## src/rtl/soma_arbiter.sv

```systemverilog
// Round-robin arbiter sharing one embedded sequential accumulator between two requesters.
// Each granted job runs len steps (opB += opA, opA++) and returns the sum with a done pulse.
module soma_arbiter #(
    parameter int unsigned WIDTH = 8
) (
    input  logic             clock,
    input  logic             reset,
    input  logic             req0,
    input  logic [WIDTH-1:0] len0,
    input  logic             req1,
    input  logic [WIDTH-1:0] len1,
    output logic             gnt0,
    output logic             gnt1,
    output logic             done0,
    output logic             done1,
    output logic [WIDTH-1:0] result,
    output logic             busy
);

    typedef enum logic [1:0] {
        IDLE = 2'd0,
        RUN  = 2'd1,
        DONE = 2'd2
    } state_t;

    state_t           state_q, state_d;
    logic             owner_q, owner_d;
    logic             last_q, last_d;
    logic [WIDTH-1:0] cnt_q, cnt_d;
    logic [WIDTH-1:0] opa_q, opa_d;
    logic [WIDTH-1:0] opb_q, opb_d;
    logic [WIDTH-1:0] result_q, result_d;
    logic             winner;

    always_ff @(posedge clock) begin
        if (!reset) begin
            state_q  <= IDLE;
            owner_q  <= 1'b0;
            last_q   <= 1'b1;
            cnt_q    <= '0;
            opa_q    <= '0;
            opb_q    <= '0;
            result_q <= '0;
        end else begin
            state_q  <= state_d;
            owner_q  <= owner_d;
            last_q   <= last_d;
            cnt_q    <= cnt_d;
            opa_q    <= opa_d;
            opb_q    <= opb_d;
            result_q <= result_d;
        end
    end

    // Contention goes to whoever was not served last; a lone request simply wins.
    always_comb begin
        winner = (req0 && req1) ? ~last_q : req1;
    end

    always_comb begin
        state_d  = state_q;
        owner_d  = owner_q;
        last_d   = last_q;
        cnt_d    = cnt_q;
        opa_d    = opa_q;
        opb_d    = opb_q;
        result_d = result_q;
        case (state_q)
            IDLE: begin
                if (req0 || req1) begin
                    owner_d = winner;
                    last_d  = winner;
                    cnt_d   = winner ? len1 : len0;
                    opa_d   = '0;
                    opb_d   = '0;
                    if (cnt_d != '0) begin
                        state_d = RUN;
                    end else begin
                        state_d  = DONE;
                        result_d = '0;
                    end
                end
            end
            RUN: begin
                opb_d = opb_q + opa_q;
                opa_d = opa_q + WIDTH'(1);
                cnt_d = cnt_q - WIDTH'(1);
                // Result captures the sum including this final step.
                if (cnt_q == WIDTH'(1)) begin
                    state_d  = DONE;
                    result_d = opb_d;
                end
            end
            DONE: begin
                state_d = IDLE;
            end
            default: begin
                state_d = IDLE;
            end
        endcase
    end

    always_comb begin
        busy   = (state_q != IDLE);
        gnt0   = busy && !owner_q;
        gnt1   = busy && owner_q;
        done0  = (state_q == DONE) && !owner_q;
        done1  = (state_q == DONE) && owner_q;
        result = result_q;
    end

endmodule
```

## config.mk

```make
export PLATFORM = sky130hd
export DESIGN_NAME = soma_arbiter
export DESIGN_NICKNAME = d
export VERILOG_FILES = /design/src/rtl/soma_arbiter.sv
export SDC_FILE = /design/constraint.sdc
export NUM_CORES = 1
export LEC_CHECK = 0
export BUFFER_PORTS_ARGS = -buffer_cell sky130_fd_sc_hd__buf_2
export CELL_PAD_IN_SITES_DETAIL_PLACEMENT = 0
export CELL_PAD_IN_SITES_GLOBAL_PLACEMENT = 2
export CORE_MARGIN = 1
export CORE_UTILIZATION = 30
export CTS_CLUSTER_DIAMETER = 200
export DETAILED_ROUTE_END_ITERATION = 10
export PLACE_DENSITY_LB_ADDON = 0.1
export REMOVE_ABC_BUFFERS = 1
export SETUP_SLACK_MARGIN = 0.5
export SYNTH_ARGS = -nofsm -noshare
export SYNTH_HDL_FRONTEND = slang
export SYNTH_SLANG_ARGS = --single-unit
```

## constraint.sdc

```tcl
create_clock -name clock -period 3.4 [get_ports clock]
set_input_delay 0.68 -clock clock [delete_from_list [all_inputs] [get_ports clock]]
set_output_delay 0.68 -clock clock [all_outputs]
set_load 0.005 [all_outputs]
```

After elaboration in Yosys (flattened, before gate mapping)
Index checks and enable logic that the tools add are counted.

operators by class
  $add $sub $neg = 3
  multiply operators = 0
  div/mod/pow operators = 0
  order comparisons = 0
  equal/unequal tests = 6
  shifts and indexed selects = 0
  multiplexer cells = 15
  bitwise gates (word level) = 1
  reductions and logical operators = 15

operator list
  kind                   count
  $pmux W8 S2            4
  $mux W8                6
  $add A8 B1 Y8 const B  1
  $add A8 B8 Y8          1
  $eq A8 B1 Y1 const B   1
  $reduce_bool A8 Y1     1
  $sub A8 B1 Y8 const B  1
  $mux W2                3
  $ne A2 B2 Y1 const B   3
  $reduce_and A2 Y1      3
  $logic_and A1 B1 Y1    5
  $pmux W2 S2            1
  $reduce_and A4 Y1      1
  $reduce_bool A2 Y1     2
  $eq A2 B1 Y1 const B   1
  $eq A2 B2 Y1 const B   1
  $logic_not A2 Y1       1
  $logic_not A1 Y1       1
  $logic_or A1 B1 Y1     1
  $mux W1                1
  $not A1 Y1             1

word-level totals
  register bits after elaboration = 36
  latch bits = 0
  RAM bits = 0
  bits in read-only memories = 0
  bits of input ports = 20
  output and inout bits = 13
  logic and storage cells = 47
  memories kept = 0

Depth between registers and ports, before layout
  depth in word-level cells = 7
  depth in mapped cells = 7
  mapped depth without buffers = 7

Worst setup path after synthesis
No wires, ideal clock.

  path type = register to register
  start point = reg opa_q[0]
  end point = reg result_q[6], in the netlist result[6]
  library setup time = 117 ps
  arrival = 1,694 ps
  path slack = 1,589 ps
  stages on the path, launching flop included = 8
  period minus slack after synthesis = 1,811 ps
  cells stage by stage = dfxtp_1 -> ha_1 -> fa_1 -> a21oi_1 -> o211ai_1 -> a21oi_1 -> xnor2_1 -> a32o_1

between the ends
  word-level cells in the longest chain between the ends = 3

RTL lines
  item                      RTL line  source
  start: declaration        30        logic [WIDTH-1:0] opa_q, opa_d;
  start signal: assignment  49        opa_q <= opa_d;
  $add A8 B8 Y8             85        opb_d = opb_q + opa_q;
  $mux W8                   89        if (cnt_q == WIDTH'(1)) begin
  $pmux W8 S2               68        case (state_q)
  end signal: assignment    51        result_q <= result_d;
  end: declaration          32        logic [WIDTH-1:0] result_q, result_d;

No other way between the ends. The select of a mux whose other input is x is not followed.
A chain may end at the register's enable or synchronous reset.

Worst setup path in the final report
  start point = in req1
  end point = reg result_q[4], in the netlist result[4]

between the ends
  word-level cells in the longest chain between the ends = 6
  elaborated cells between the ends (all ways) = 8
  those cells by class = 2 x eq/ne; 2 x mux; 4 x reduce/logical

RTL lines
  item                           RTL line  source
  start: declaration             10        input logic req1,
  $logic_and A1 B1 Y1            57        winner = (req0 && req1) ? ~last_q : req1;
  $mux W1                        57
  $mux W8                        73        cnt_d = winner ? len1 : len0;
  $reduce_bool A8 Y1             76        if (cnt_d != '0) begin
  $ne A2 B2 Y1 (no line)         --
  $reduce_and A4 Y1 (no line) *  --

Mark *: on every way between the ends. The rest lies on a longest branch, timed or not.

==> results.sh <==
export IMPL_grt_ovfl_total=0
export IMPL_yosys_area_top_type_share_pct=34.3
export IMPL_worst_pin_slew_ns=0.659
export IMPL_maxSlewHeadroom_pct=55.8
export IMPL_ios=33
export IMPL_diodes=0
export IMPL_antenna_found_initial=0
export IMPL_post_cts_buffers=0
export IMPL_start_util_pct=30.9
export IMPL_rsz0062_at_grt="false"
export IMPL_grt_max_degree=23
export IMPL_synth_top_cells_by_area="dfxtp_1 34%, ha_1 6.0%, mux2i_1 4.8%"
export IMPL_synth_edf_count=0
export IMPL_die_w_um=85.7
export IMPL_port_buffers=32
export IMPL_cts_path_max_buffers=2
export IMPL_drive_gt1_share_pct=19.4
export IMPL_start_kind="primary input"
export IMPL_nFillCells=739
export IMPL_routabilityCongestion=0.740
export IMPL_hp_class="register to register"
export IMPL_clock_latency_ns=0.29
export IMPL_area_growth_pct=15.1
export IMPL_hold_viol=0
export IMPL_p_sw_w=0.000300
export IMPL_grt_pass1_vias=1755
export IMPL_grt_pass1_wl_mm=9.30
export IMPL_numCtsBuffers=5
export IMPL_final_common_cell="dfxtp_1"
export IMPL_routed_wl_mm=5.70
export IMPL_pwr_share_clk_pct=33.7
export IMPL_h_tree_depth=2
export IMPL_cts_root_buf="clkbuf_8"
export IMPL_vias=1881
export IMPL_synth_avg_cell_area_sq_um=8.40
export IMPL_setup_violations=0
export IMPL_swShare_pct=30.8
export IMPL_syn_area_sq_um=2100
export IMPL_ys_seq_elements=36
export IMPL_track_usage_pct=16.4
export IMPL_status="finished clean"
export IMPL_critical_path_class="primary input to register"
export IMPL_core_area_sq_um=6790
export IMPL_layout_common_cells="36 x dfxtp_1, 32 x buf_2, 24 x nand2_1"
export IMPL_fp_dieH_um=85.7
export IMPL_clkSinkCount=36
export IMPL_fmax_mhz=497
export IMPL_combPwrFrac_pct=18.0
export IMPL_num_rows=30
export IMPL_p_int_w=0.000674
export IMPL_ant_nets=0
export IMPL_yosysSeqAreaShare_pct=34.3
export IMPL_async_flop_share_pct=0
export IMPL_path_clk_slew_ns=0.07
export IMPL_slew_violations=0
export IMPL_hpwlAfterDp_mm=4.18
export IMPL_synth_flop_cell="dfxtp_1"
export IMPL_route_detailed_wl_per_inst_um=15.2
export IMPL_clock_skew_final_ns=0.00659
export IMPL_final_min_clock_period_ns=2.01
export IMPL_synth_cells=250
export IMPL_synth_top_cell_by_area="dfxtp_1"
export IMPL_setup_tns_ns=0
export IMPL_vias_per_cell=5.02
export IMPL_yosys_warnings=0
export IMPL_max_cap_violations=0
export IMPL_cts_resized=0
export IMPL_dr_pass1_iters=4
export IMPL_ir_worst_vdd_mv=0.152
export IMPL_cts_tree="built"
export IMPL_p_leak_nw=1.00
export IMPL_cp_max_fo=11
export IMPL_cp_required_ns=3.62
export IMPL_placed_area_sq_um=2330
export IMPL_worstPathArrival_ns=2.23
export IMPL_power_density_nw_per_um2=403
export IMPL_design_area_sq_um=2420
export IMPL_post_route_drc_count=0
export IMPL_timing_hold_ws_ns=0.465
export IMPL_pwr_share_seq_pct=48.3
export IMPL_die_area_sq_um=7340
export IMPL_critical_path_endpoint_type="register"
export IMPL_fin_nets=309
export IMPL_postCtsHoldBufs=0
export IMPL_period_share_pct=59.2
export IMPL_post_synth_num_cell_types=55
export IMPL_drtIter0Drc=78
==> synthesized netlist by cell type, types with 4 or more instances <==
| master | n |
|---|---|
| nor3_1 | 7 |
| a22oi_1 | 5 |
| clkbuf_1 | 5 |
| xor2_1 | 4 |
| ha_1 | 10 |
| o21ai_1 | 8 |
| inv_1 | 8 |
| o211ai_1 | 4 |
| nor4_1 | 6 |
| nand4_1 | 5 |
| a21oi_1 | 17 |
| nand3_1 | 14 |
| nor2b_1 | 6 |
| dfxtp_1 | 36 |
| nand2_1 | 24 |
| o21ai_0 | 9 |
| and2_1 | 4 |
| mux2i_1 | 10 |
| buf_2 | 5 |
| a21boi_1 | 4 |
| nor2_1 | 15 |
==> critical path, cell delays in order <==
cell      delay (ns)
buf_2           0.13
a21boi_2        0.55
nand3b_1        0.21
a21o_1          0.24
and2_4          0.23
mux2i_1         0.18
==> cell type report <==
class / instances / area, sq um / area share, %
clock buffer: 6 / 82.6 / 3.41
multi-input combinational: 193 / 1280 / 52.9
tap: 96 / 120 / 4.97
sequential: 36 / 721 / 29.8
clock inverter: 2 / 10.0 / 0.414
timing repair buffer: 34 / 175 / 7.24
inverter: 8 / 30.0 / 1.24
==> sequential cells by signal (all words and copies together) (netlist names) <==
| register | flops |
|---|---|
| opa_q | 8 |
| opb_q | 8 |
| result | 8 |
| last_q | 1 |
| cnt_q | 8 |
| owner_q | 1 |
| state_q | 2 |
==> per-layer routing <==
| metal | vias up | wire length, um | part of all wire, % | track usage, % |
|---|---|---|---|---|
| met5 | - | 0 | 0 | 0 |
| met1 | 866 | 2920 | 51 | 22.8 |
| met4 | 0 | 63 | 1.1 | 4.55 |
| met3 | 5 | 233 | 4.1 | 3.46 |
| met2 | 43 | 2480 | 44 | 25.8 |
| li1 | 967 | - | - | - |
==> kinds of logic (layout without fill, tap and decap cells) <==
family	count (synthesis)	count (layout)	share of synthesized area (%)
simple gates	96	96	24.2
compound gates	67	67	20.9
flops	36	36	34.3
buf+inv	21	50	4.76
mux	13	13	6.37
fa+ha+maj	11	11	6.91
xor+xnor	6	6	2.50
==> per-stage QoR <==
step | utilization, % | instances | setup slack, ns | total power, W
global route | 35.6 | 375 | 1.24 | 0.00103
CTS | 35.6 | 375 | 1.38 | 0.000986
finish | 35.6 | 375 | 1.39 | 0.000974
detailed placement | 34.2 | 367 | 1.09 | 0.000656
floorplan | - | 237 | 1.21 | 0.000585
global placement | 34.2 | 367 | 1.13 | 0.000658
==> worst paths after layout <==
check | from | endpoint | slack, ns | cells past startpoint
max | req1 | result[4] | 1.39 | 6
min | result[3] | result[3] | 0.46 | 2
max reg2reg | opa_q[0] | result[6] | 1.39 | 7
min reg2reg | result[3] | result[3] | 0.46 | 2
==> power by group through the flow <==
| stage | combinational (W) | clock [W] | sequential [W] |
|---|---|---|---|
| after global routing | 0.000195 | 0.000361 | 0.000475 |
| after CTS | 0.000177 | 0.000339 | 0.000470 |
| after floorplan | 0.000113 | 0 | 0.000472 |
| after detailed placement | 0.000176 | 0 | 0.000480 |
| after global placement | 0.000177 | 0 | 0.000481 |
| final | 0.000175 | 0.000329 | 0.000470 |
No activity file was read; power rests on OpenSTA's default activity.
